===== src/rtl/svlog_frame_rx.sv =====
// svlog_frame_rx: receives A, B, CRC-8 byte frames and presents them with CRC status.
// Stalled partial frames are aborted after TIMEOUT idle cycles.
module svlog_frame_rx #(
    parameter int TIMEOUT = 16
) (
    input  logic        clk,
    input  logic        rst,
    input  logic        in_valid,
    input  logic [7:0]  in_data,
    output logic        in_ready,
    output logic        out_valid,
    input  logic        out_ready,
    output logic [7:0]  out_a,
    output logic [7:0]  out_b,
    output logic        crc_ok,
    output logic        timeout,
    output logic [15:0] frame_cnt,
    output logic [7:0]  err_cnt
);
    typedef enum logic [1:0] {IDLE, GET_B, GET_CRC, DELIVER} state_t;

    state_t      r_state, w_next;
    logic [7:0]  r_crc, r_idle, r_a, r_b, w_crc_next;
    logic        w_in_xfer, w_out_xfer, w_waiting, w_abort;

    function automatic logic [7:0] crc8_byte(input logic [7:0] crc, input logic [7:0] data);
        logic [7:0] c;
        c = crc ^ data;
        for (int i = 0; i < 8; i++)
            c = c[7] ? {c[6:0], 1'b0} ^ 8'h07 : {c[6:0], 1'b0};
        return c;
    endfunction

    assign w_crc_next = crc8_byte(r_crc, in_data);

    always_comb begin
        w_next     = r_state;
        in_ready   = r_state != DELIVER;
        out_valid  = r_state == DELIVER;
        w_in_xfer  = in_valid && in_ready;
        w_out_xfer = out_valid && out_ready;
        w_waiting  = r_state == GET_B || r_state == GET_CRC;
        // a transfer on the threshold cycle wins over the abort
        w_abort    = w_waiting && !w_in_xfer && r_idle == 8'(TIMEOUT - 1);
        case (r_state)
            IDLE:    w_next = w_in_xfer ? GET_B : IDLE;
            GET_B:   w_next = w_in_xfer ? GET_CRC : GET_B;
            GET_CRC: w_next = w_in_xfer ? DELIVER : GET_CRC;
            DELIVER: w_next = w_out_xfer ? IDLE : DELIVER;
            default: w_next = IDLE;
        endcase
        if (w_abort)
            w_next = IDLE;
    end

    always_ff @(posedge clk) begin
        if (rst)
            r_state <= IDLE;
        else
            r_state <= w_next;
    end

    always_ff @(posedge clk) begin
        if (rst) begin
            r_crc     <= 8'h00;
            r_idle    <= 8'h00;
            r_a       <= 8'h00;
            r_b       <= 8'h00;
            out_a     <= 8'h00;
            out_b     <= 8'h00;
            crc_ok    <= 1'b0;
            timeout   <= 1'b0;
            frame_cnt <= 16'h0000;
            err_cnt   <= 8'h00;
        end else begin
            timeout <= w_abort;
            if (w_abort || w_out_xfer) begin
                r_crc  <= 8'h00;
                r_idle <= 8'h00;
            end else if (w_in_xfer) begin
                r_idle <= 8'h00;
                case (r_state)
                    IDLE: begin
                        r_a   <= in_data;
                        r_crc <= w_crc_next;
                    end
                    GET_B: begin
                        r_b   <= in_data;
                        r_crc <= w_crc_next;
                    end
                    GET_CRC: begin
                        out_a  <= r_a;
                        out_b  <= r_b;
                        crc_ok <= in_data == r_crc;
                    end
                    default: ;
                endcase
            end else if (w_waiting) begin
                r_idle <= r_idle + 8'h01;
            end
            if (w_out_xfer) begin
                frame_cnt <= frame_cnt + 16'h0001;
                if (!crc_ok && err_cnt != 8'hFF)
                    err_cnt <= err_cnt + 8'h01;
            end
        end
    end
endmodule


===== config.mk =====
export PLATFORM = sky130hd
export DESIGN_NAME = svlog_frame_rx
export DESIGN_NICKNAME = d
export VERILOG_FILES = /design/src/rtl/svlog_frame_rx.sv
export SDC_FILE = /design/constraint.sdc
export NUM_CORES = 1
export LEC_CHECK = 0
export BUFFER_PORTS_ARGS = -buffer_cell sky130_fd_sc_hd__buf_2
export CORE_ASPECT_RATIO = 1.5
export CORE_MARGIN = 2
export CORE_UTILIZATION = 35
export DETAILED_ROUTE_END_ITERATION = 7
export PLACE_DENSITY = 0.62
export SETUP_SLACK_MARGIN = 0.2
export SLEW_MARGIN = 20
export SYNTH_ARGS = -nofsm -noshare
export SYNTH_HDL_FRONTEND = slang
export SYNTH_SLANG_ARGS = --single-unit

===== constraint.sdc =====
create_clock -name clk -period 2.37 [get_ports clk]
set_clock_uncertainty 0.15 [all_clocks]
set_input_delay 0.1185 -clock clk [delete_from_list [all_inputs] [get_ports clk]]
set_output_delay 0.1185 -clock clk [all_outputs]
set_load 0.01 [all_outputs]

# Word-level counts from Yosys, hierarchy flattened
# Index checks and enable logic that the tools add are counted.
# totals
elab_cells	63
ff_bits	76
inputBits	12
# op_classes
mux	13
n_eq_ne	7
reduce_logical	19
bitwise_logic	10
n_addsub	3
# ops
op	count
$mux 3	8
$not 3->3	8
$add 16x1->16 const B	1
$add 8x1->8 const B	2
$reduce_and 3->1	3
$eq 8x4->1 const B	1
$eq 8x8->1	1
$ne 8x8->1 const B	1
$pmux 2 s4	1
$xor 8x8->8	1
$reduce_or 2->1	3
$logic_and 1x1->1	5
$eq 2x2->1 const B	2
$mux 2	2
$reduce_and 2->1	2
$reduce_or 3->1	1
$eq 2x1->1 const B	1
$logic_not 1->1	2
$logic_not 2->1	1
$logic_or 1x1->1	2
$mux 1	2
$ne 2x2->1 const B	1
$not 1->1	1

# Logic depth before layout (Yosys ltp)
# Gate-level depths: netlist of run 1.
# logic_depth
ltp_word	17
ltp_mapped	9

# Worst setup path after synthesis of run 1
# Ideal clock, no wire load.
# synth_timing
path_kind	flip-flop to flip-flop
startpoint	register r_state[0]
endpoint	register r_crc[0]
period_less_slack_ns	2.002
path_stages_with_launch	8
path_buffers	1
setup_slack_ns	0.368
arrival_time_ns	1.713
required_ns	2.082
cell_sequence	dfxtp_1 > inv_1 > ha_1 > clkbuf_1 > nand4_1 > or3_1 > nand3_1 > a211oi_1
# synth_via
elab_chain_len	7
elab_cells_between_ends	15
# synth_rtl
item	line	text
start, declared	22	state_t r_state, w_next;
start signal, assigned	60	r_state <= w_next;
$ne 2x2->1	38	in_ready = r_state != DELIVER;
$logic_and 1x1->1	40	w_in_xfer = in_valid && in_ready;
$logic_not 1->1	44	w_abort = w_waiting && !w_in_xfer && r_idle == 8'(TIMEOUT - 1);
$logic_and 1x1->1 (2 in series)	44	
$logic_or 1x1->1	77	if (w_abort || w_out_xfer) begin
$reduce_or 2->1 (no source line)	-	
end signal, assigned	85	r_crc <= w_crc_next;
end signal, assigned	89	r_crc <= w_crc_next;
end, declared	23	logic [7:0] r_crc, r_idle, r_a, r_b, w_crc_next;
# Parallel ways exist; a longest one is shown, timed or not.
# A chain may end at the register's enable or synchronous reset.

# Worst setup path after layout of run 1
# layout_timing
startpoint	register r_state[0]
endpoint	register frame_cnt[15]
# layout_via
elab_chain_len	2
# layout_rtl
item	line	text
$eq 2x2->1	39	out_valid = r_state == DELIVER;
$logic_and 1x1->1	41	w_out_xfer = out_valid && out_ready;
end signal, assigned	102	frame_cnt <= frame_cnt + 16'h0001;
end, declared	17	output logic [15:0] frame_cnt,
# No other way between the ends.

==> results of run 1 <==
-- flip-flops by register name, indices dropped and copies added (netlist names) --
register	cells
crc_ok	1
err_cnt	8
frame_cnt	16
out_a	8
out_b	8
r_a	8
r_b	8
r_crc	8
r_idle	8
r_state	2
timeout	1
-- per-layer routing --
| layer | part of all wire | wire (µm) | global-route usage | vias to the layer above |
|---|---|---|---|---|
| met5 | 0 | 0 | 0 | - |
| met4 | 0.026 | 192 | 0.0691 | 0 |
| met3 | 0.033 | 243 | 0.0334 | 13 |
| met2 | 0.52 | 3800 | 0.244 | 52 |
| met1 | 0.42 | 3110 | 0.170 | 1313 |
| li1 | - | - | - | 1425 |
-- worst max-delay path: stages, from the launching register on --
cell     delay (ns)
dfxtp_1        0.39
ha_2           0.30
nand4_2        0.14
or2_1          0.33
or4_1          0.49
a21oi_1        0.15
-- worst max-delay path by stage --
| stage | cells after the start | to |
|---|---|---|
| floorplan | 7 | r_crc[0] |
| global placement | 5 | frame_cnt[15] |
| detailed placement | 6 | r_crc[0] |
| CTS | 6 | r_crc[0] |
| global route | 5 | frame_cnt[15] |
| finish | 5 | frame_cnt[15] |
-- area by class of cell --
type | instances | area (µm²)
well taps | 115 | 144
clock buffers | 13 | 270
fillers | 944 | 5350
multi-input cells | 281 | 1850
repair buffers | 69 | 405
inverters | 8 | 30.0
clock inverters | 3 | 67.6
flip-flops and latches | 76 | 1520
-- logic make-up after synthesis --
kind of cell,Yosys count,share of synthesized area
fa+ha+maj,11,0.0398
compound gates,52,0.0878
mux,20,0.0578
buf+inv,22,0.0300
xor+xnor,39,0.127
simple gates,159,0.218
flops,76,0.439
-- report_power, final --
group          internal [mW]  leakage [nW]  total, mW  switching [mW]
combinational          0.361          1.09      0.647           0.287
sequential              1.35         0.616       1.41          0.0561
clock                   1.01         0.162       1.50           0.492
total                   2.72          1.87       3.56           0.834
-- cells in the final DEF, fill, tap and decap left out, types with 6 or more instances in the layout --
cell type      count
a21oi_1           31
nand3_1            7
xnor2_1           15
nor2_1            45
dfxtp_1           76
dlygate4sd3_1     10
clkbuf_16          9
nand4_1           10
mux2i_1           20
inv_1              8
or4_1              6
nand2_1           58
o21ai_0            7
xor2_1            16
buf_2             55
and3_1             6
ha_1               9
or3_1              6
-- metrics by stage --
stage	worst slack (ns)	utilization	hold slack [ns]
after floorplan	0.368	-	0.112
after global placement	0.350	0.398	0.269
after detailed placement	0.266	0.398	0.274
after CTS	0.252	0.444	0.0358
after global routing	0.194	0.445	0.0791
final	0.364	0.445	0.0547
-- timing repair --
item | CTS | global route
hold buffers | 10 | 0
resized for setup | 0 | 4
hold endpoints to repair | 18 | 0
endpoints found under the setup margin | 0 | 21
==> impl_metrics.json, run 1 <==
{
  "status": "complete, no violations",
  "fin_cells": 565,
  "crit-reg2reg-capture": "frame_cnt[15]",
  "tightest_slew_ns": 0.591,
  "dr.pass1.iters": 4,
  "core_area_mm2": 0.00963,
  "ys_seq_elements": 76,
  "ys_top_cells_by_area": "dfxtp_1, nand2_1, mux2i_1",
  "yosysSeqAreaShare": 0.439,
  "ir_drop_mv": 0.453,
  "reg2reg_depth": 5,
  "initialDrtViolationCount": 118,
  "critPathLaunchType": "flip-flop",
  "setup_tns_ns": 0,
  "design.die.area_mm2": 0.0107,
  "area_growth_pct": 23.9,
  "clk_pin_slew_worst_paths_ns": 0.06,
  "dp_cells": 539,
  "port_buffers": 55,
  "rsz0062_at_grt": "true",
  "cp-end-kind": "flip-flop",
  "worstPathMaxFanout": 9,
  "n_antenna_cell": 0,
  "grt_max_degree": 59,
  "insertion_delay_ns": 0.33,
  "setup_viol": 0,
  "hp-start": "in_valid",
  "fin_nets": 468,
  "cts.sinks": 76,
  "cts_tree": "done",
  "via_per_inst": 4.96,
  "leakagePower_nw": 1.87,
  "max-cap-violations": 0,
  "synth_area_mm2": 0.00346,
  "synth-edff-count": 0,
  "grt.total_usage": 0.144,
  "grt-ovfl-total": 0,
  "hold_violations": 0,
  "holdCritPathClass": "in2reg",
  "cts_buffers": 9,
  "maxSlewViolCount": 0,
  "die_w_um": 85.2,
  "cp.arrival_ns": 2.11,
  "initial_core_util": 0.359,
  "final_antenna_net_count": 0,
  "reg2reg_from": "r_state[0]",
  "gp_congestion": 0.794,
  "netlist_top_cells_count": "dfxtp_1, nand2_1, nor2_1",
  "vias": 2803,
  "drive_gt1_frac": 0.193,
  "cts_buffer_depth": 2,
  "path_class": "reg2reg",
  "wirelength_um": 7350,
  "yosys_most_used_dff": "dfxtp_1",
  "antenna_found_initial": 0,
  "rows": 44,
  "cp.required_ns": 2.47,
  "cp-startpoint": "r_state[0]",
  "ys_warn_count": 0,
  "grt_pass1_wl_um": 12600,
  "fin_crit_sh": 0.847,
  "syn-num-nets": 402,
  "relSlewSlack": 0.606,
  "finalInstanceArea_mm2": 0.00429,
  "cellPowerDensity_mw_per_mm2": 829,
  "ys_async_sr_fraction": 0,
  "drcViolationCount": 0,
  "clock.fmax_ghz": 0.498,
  "htree_levels": 3,
  "grt_pass1_vias": 2701,
  "synth_top_cell_by_area": "dfxtp_1",
  "syn_avg_cell_area_um2": 9.13,
  "yosysTopAreaCellShare": 0.439,
  "io_pins": 56,
  "whs_path_depth": 3,
  "wl_per_cell_um": 13.0,
  "post_cts_buffers": 0,
  "dp_hpwl_um": 5410,
  "min_to": "r_state[0]",
  "p_total_mw": 3.56,
  "die_y_um": 126,
  "reg2reg_slack_ns": 0.36,
  "placed_area_mm2": 0.00384,
  "cts-root-buf": "clkbuf_16",
  "synthCells": 379,
  "period_needed_ns": 2.01,
  "synth_cell_types": 40,
  "synth.most_common_cell": "dfxtp_1"
}
(Power assumes the default switching activity.)
==> inputs of run 2 (changes only) <==
- ABC_AREA: not set -> 1
- PLACE_DENSITY: 0.62 -> 0.63
- clock period: 2.37 -> 1.8 ns (I/O delays scaled with it)
==> run 2 against run 1 <==
Effect of this change: routed wire length up 27%; via count rose by 28%; worst setup slack got worse by 0.22 ns; clock power increased by 9%; power is 10% higher; flip-flop and latch count did not move; final area rose by 12%; worst hold slack got worse by 0.0039 ns; area after synthesis increased by 5.7%; critical path type unchanged; largest power group is now sequential cells; highest routed layer unchanged.
==> impl_metrics.json, run 2 <==
{
  "status": "complete, no violations",
  "path_class": "reg2reg",
  "cts.sinks": 76,
  "n_antenna_cell": 0,
  "dp_slack_ns": 0.0520,
  "area_growth_pct": 31.5,
  "final_core_util": 0.475,
  "finalInstanceArea_mm2": 0.00481,
  "holdCritPathClass": "in2reg",
  "htree_levels": 3,
  "reg2reg_slack_ns": 0.15,
  "worstPathMaxFanout": 19,
  "cp-startpoint": "r_state[0]",
  "drive_gt1_frac": 0.249,
  "grt_pass1_wl_um": 14700,
  "core_area_mm2": 0.0101,
  "hold_slack_ns": 0.0508,
  "reg2reg_depth": 7,
  "crit-reg2reg-capture": "r_state[0]",
  "maxSlewViolCount": 0,
  "port_buffers": 55,
  "switching_share": 0.257,
  "setup_slack_ns": 0.146,
  "grt-ovfl-total": 0,
  "p_clk_frac": 0.416,
  "rsz0062_at_grt": "true",
  "power_switching_mw": 1.01,
  "rows": 45,
  "antenna_found_initial": 0,
  "synth_cell_types": 29,
  "max-cap-violations": 0,
  "via_per_inst": 4.90,
  "cts-root-buf": "clkbuf_16",
  "yosysTopAreaCellShare": 0.416,
  "design.die.area_mm2": 0.0113,
  "cts_buffer_depth": 2,
  "crit_family": "flip-flops",
  "final_cell_mix": "nand2_1, dfxtp_1, a21oi_1",
  "crit_cells": 7,
  "setup_tns_ns": 0,
  "synth_area_mm2": 0.00366,
  "syn_avg_cell_area_um2": 6.93,
  "yosysSeqAreaShare": 0.416,
  "insertion_delay_ns": 0.33,
  "drcViolationCount": 0,
  "initial_core_util": 0.361,
  "setup_viol": 0,
  "intPower_mw": 2.92,
  "slowest_stage": "dfxtp_4",
  "fin_nets": 633,
  "ys_warn_count": 0,
  "ys_top_cells_by_area": "dfxtp_1, nand2_1, a21oi_1",
  "cts_tree": "done",
  "grt_pass1_vias": 3347,
  "leakagePower_nw": 2.10,
  "final_antenna_net_count": 0,
  "die_w_um": 87.5,
  "final_common_cell": "nand2_1",
  "largest_register_ffs": 16,
  "grt.total_usage": 0.165,
  "ir_drop_mv": 0.507,
  "seq_power_share": 0.451,
  "wl_per_cell_um": 12.8,
  "largest_register": "frame_cnt",
  "grt_max_degree": 46,
  "critPathLaunchType": "flip-flop",
  "synth-edff-count": 0,
  "period_needed_ns": 1.65,
  "tightest_slew_ns": 0.472,
  "reg2reg_from": "r_state[0]",
  "crit_chain": "inv_4 > buf_4 > ha_1 > nand2_4 > inv_8 > o31ai_1 > a21oi_1",
  "endpoint": "r_state[0]",
  "cellPowerDensity_mw_per_mm2": 816,
  "cpPeakStageDelay_ns": 0.39,
  "clock.fmax_ghz": 0.605,
  "critPathBufInv": 3,
  "io_pins": 56,
  "gp_congestion": 0.806,
  "vias": 3584,
  "comb_power_share": 0.133,
  "ys_seq_elements": 76,
  "yosys_most_used_dff": "dfxtp_1",
  "netlist_top_cells_count": "nand2_1, dfxtp_1, a21oi_1",
  "relSlewSlack": 0.685,
  "cp.required_ns": 1.86,
  "cp.arrival_ns": 1.71,
  "initialDrtViolationCount": 168,
  "fin_crit_sh": 0.919,
  "cts_buffers": 9,
  "ys_async_sr_fraction": 0,
  "synth_top_cell_by_area": "dfxtp_1",
  "die_y_um": 129,
  "synthCells": 528,
  "hold_violations": 0,
  "wirelength_um": 9340,
  "placed_area_mm2": 0.00413,
  "synth.most_common_cell": "nand2_1",
  "cp-end-kind": "flip-flop",
  "syn-num-nets": 551,
  "dr.pass1.iters": 4,
  "clk_pin_slew_worst_paths_ns": 0.06,
  "dp_hpwl_um": 6510
}
## run 2: cells by family (layout without fill, tap and decap cells)
logic type,after synthesis,after routing,share of synthesized area
AOI/OAI and AO/OA,81,81,0.117
xor gates and xnor gates,16,16,0.0383
adders and majority gates,11,11,0.0376
buffers and inverters,67,154,0.0711
DFF,76,76,0.416
muxes,1,1,0.00274
and+or+nand+nor,276,276,0.318
## run 2: per-stage QoR
step / power [mW] / instances
3_3_place_gp: 2.24 / 697
3_5_place_dp: 2.25 / 697
6_report: 3.93 / 732
5_1_grt: 4.12 / 732
4_1_cts: 3.93 / 729
2_1_floorplan: 2.14 / 528
## run 2: final cells by class
cell class | instances | area, µm²
Tap cell | 117 | 146
Fill cell | 1044 | 5320
Clock buffer | 14 | 254
Inverter | 53 | 211
Timing Repair Buffer | 85 | 553
Sequential cell | 76 | 1540
Clock inverter | 2 | 10.0
Multi-Input combinational cell | 385 | 2100
## run 2: routing by layer
| metal | routed length, µm | up-vias | global-route usage |
|---|---|---|---|
| li1 | - | 1853 | - |
| met1 | 3890 | 1653 | 0.184 |
| met2 | 4870 | 62 | 0.292 |
| met3 | 341 | 16 | 0.0318 |
| met4 | 241 | 0 | 0.0842 |
| met5 | 0 | - | 0 |
## run 2: worst min-delay path by stage
stage	from	to	slack [ns]	cells after the start
2_1_floorplan	in_data[0]	r_b[0]	0.11	2
3_3_place_gp	in_data[0]	r_b[0]	0.26	3
3_5_place_dp	in_data[4]	r_a[4]	0.27	3
4_1_cts	in_valid	r_state[0]	0.02	5
5_1_grt	in_valid	r_state[0]	0.08	5
6_report	in_valid	r_state[0]	0.05	5
## run 2: power groups by stage
stage	Sequential, mW	Combinational (mW)	Clock, mW
floorplan	1.79	0.344	0
global placement	1.80	0.444	0
detailed placement	1.80	0.455	0
CTS	1.76	0.485	1.68
global route	1.77	0.597	1.75
finish	1.77	0.523	1.63
## run 2: worst reg2reg max path, delay by kind of cell, from the launching register on
| kind | cells | cell delay [ns] |
|---|---|---|
| adder cells (fa/ha/maj) | 1 | 0.24 |
| flip-flops | 1 | 0.39 |
| AND/OR/NAND/NOR | 1 | 0.15 |
| AO/OA/AOI/OAI | 2 | 0.35 |
| buffers and inverters | 3 | 0.25 |
## run 2: timing repair
| item | CTS | global route |
|---|---|---|
| gates resized for setup | 21 | 43 |
| pin swaps | 7 | 6 |
| buffers inserted | 7 | 2 |
| gates cloned | 1 | 1 |
| endpoints found under the setup margin | 47 | 40 |
| hold buffers | 8 | 0 |
| endpoints found under the hold margin | 16 | 0 |
==> inputs of run 3 (changes only) <==
- SETUP_SLACK_MARGIN: 0.2 -> not set
==> run 3 against run 2 <==
Effect of this change: worst setup slack worse by 0.050 ns; die area stayed put; sequential share of layout area is 1.5 points higher; critical path depth is 2 higher; largest cell class unchanged; global-route usage is 0.26 points lower; clock power is 4% higher; count of clock-buffer cells in the layout is 1 higher; register-to-register slack worse by 0.05 ns; largest power group unchanged; cell count is 1.2% lower; non-clock buffer count is 9 lower; routed wire length is 5.2% lower; core utilization is 2.5 points lower.
==> impl_metrics.json, run 3 (same netlist as run 2, synthesis figures left out) <==
{
  "endpoint": "r_crc[7]",
  "largest_register": "frame_cnt",
  "dr.pass1.iters": 4,
  "grt_pass1_vias": 3282,
  "wirelength_um": 8860,
  "die_w_um": 87.5,
  "grt_pass1_wl_um": 14600,
  "ir_drop_mv": 0.467,
  "cpPeakStageDelay_ns": 0.53,
  "final_common_cell": "nand2_1",
  "crit_cells": 9,
  "cts.sinks": 76,
  "cp.required_ns": 1.87,
  "wl_per_cell_um": 12.3,
  "crit-reg2reg-capture": "r_crc[2]",
  "reg2reg_slack_ns": 0.1,
  "core_area_mm2": 0.0101,
  "cellPowerDensity_mw_per_mm2": 864,
  "drive_gt1_frac": 0.190,
  "regArea_mm2": 0.00152,
  "grt-ovfl-total": 0,
  "leakagePower_nw": 2.02,
  "crit_chain": "dlygate4sd3_1 > buf_2 > inv_1 > nand2_1 > nand2_1 > ha_1 > or2_2 > nand3_1 > a21oi_1",
  "htree_levels": 3,
  "final_core_util": 0.450,
  "initialDrtViolationCount": 130,
  "cts_tree": "done",
  "setup_tns_ns": 0,
  "insertion_delay_ns": 0.33,
  "port_buffers": 55,
  "fillers": 1037,
  "clk_pin_slew_worst_paths_ns": 0.06,
  "hold_violations": 0,
  "io_pins": 56,
  "cp-startpoint": "in_data[7]",
  "critPathLaunchType": "input pin",
  "crit_family": "buffers and inverters",
  "reg2reg_depth": 11,
  "grt_max_degree": 46,
  "fin_nets": 624,
  "cts-root-buf": "clkbuf_16",
  "final_cell_mix": "nand2_1, dfxtp_1, a21oi_1",
  "status": "complete, no violations",
  "setup_viol": 0,
  "slowest_stage": "dlygate4sd3_1",
  "cp.arrival_ns": 1.78,
  "reg2reg_from": "r_state[1]",
  "vias": 3552,
  "cts_buffer_depth": 2,
  "clock.fmax_ghz": 0.587,
  "initial_core_util": 0.361,
  "maxSlewViolCount": 0,
  "final_antenna_net_count": 0,
  "tightest_slew_ns": 0.478,
  "area_growth_pct": 24.6,
  "holdCritPathClass": "in2reg",
  "worstPathMaxFanout": 5,
  "post_cts_buffers": 0,
  "rows": 45,
  "cts_buffers": 9,
  "gp_congestion": 0.821,
  "cp-end-kind": "flip-flop",
  "path_class": "in2reg",
  "largest_register_ffs": 16,
  "relSlewSlack": 0.682,
  "rsz0062_at_grt": "true",
  "antenna_found_initial": 0,
  "grt.total_usage": 0.162,
  "drcViolationCount": 0,
  "via_per_inst": 4.91,
  "n_antenna_cell": 0,
  "design.die.area_mm2": 0.0113,
  "dp_hpwl_um": 6580,
  "max-cap-violations": 0,
  "fin_crit_sh": 0.947,
  "multi_input_area_mm2": 0.00193,
  "cp_common_cell": "nand2_1",
  "die_y_um": 129,
  "period_needed_ns": 1.70,
  "critPathBufInv": 3
}
run 3: repair_timing:
| action | CTS | global route |
|---|---|---|
| hold buffers | 8 | 0 |
| hold endpoints to repair | 16 | 0 |
| cloned | 0 | 0 |
| gates resized for setup | 3 | 16 |
| setup endpoints to repair | 9 | 39 |
| pin swaps | 0 | 2 |
run 3: final cells by class:
cell class	instances	area share
sequential	76	0.334
multi-input combinational	385	0.424
clock buffer	15	0.0609
clock inverter	1	0.00110
timing repair buffer	76	0.104
inverter	53	0.0442
tap	117	0.0321
run 3: metal layers:
metal	wire length (µm)	part of all wire	track usage	vias to the layer above
met5	0	0	0	-
met4	241	0.027	0.0769	0
met3	335	0.038	0.0420	15
met2	4500	0.51	0.282	74
met1	3780	0.43	0.182	1625
li1	-	-	-	1838
run 3: worst min-delay path by stage:
stage / start / to / slack [ns] / depth (start not counted)
6_report: out_ready / frame_cnt[1] / 0.02 / 4
5_1_grt: in_valid / r_state[0] / 0.07 / 5
4_1_cts: out_ready / frame_cnt[1] / 0.02 / 4
3_5_place_dp: in_data[6] / r_a[6] / 0.27 / 3
3_3_place_gp: in_data[7] / r_b[7] / 0.27 / 3
2_1_floorplan: in_data[0] / r_b[0] / 0.11 / 2
run 3: worst reg2reg max path: stages (launching register included):
cell and delay (ns):
dfxtp_2 0.37, inv_2 0.06, ha_4 0.27, nand3_2 0.10, nor3_4 0.22, nand2_2 0.08, nand2_2 0.09, nor2_4 0.06
inv_4 0.08, nor2_1 0.04, nand2_1 0.06, inv_1 0.03
run 3: report_power, final:
| part | switching [mW] | internal, mW | total, mW | leakage, nW |
|---|---|---|---|---|
| clock network | 0.647 | 1.05 | 1.69 | 0.140 |
| logic | 0.292 | 0.192 | 0.484 | 1.26 |
| registers | 0.0336 | 1.73 | 1.76 | 0.617 |
| total | 0.973 | 2.97 | 3.94 | 2.02 |
run 3: through the flow:
| stage | hold slack (ns) | area (µm²) | total power [mW] | worst slack (ns) | std cells |
|---|---|---|---|---|---|
| global route | 0.0748 | 4560 | 4.12 | -0.0243 | 723 |
| finish | 0.0210 | 4560 | 3.94 | 0.0958 | 723 |
| floorplan | 0.105 | 3660 | 2.13 | 0.0808 | 528 |
| global placement | 0.273 | 4130 | 2.24 | 0.0484 | 699 |
| CTS | 0.0229 | 4500 | 3.98 | 0.0137 | 723 |
| detailed placement | 0.272 | 4130 | 2.26 | -0.0478 | 699 |
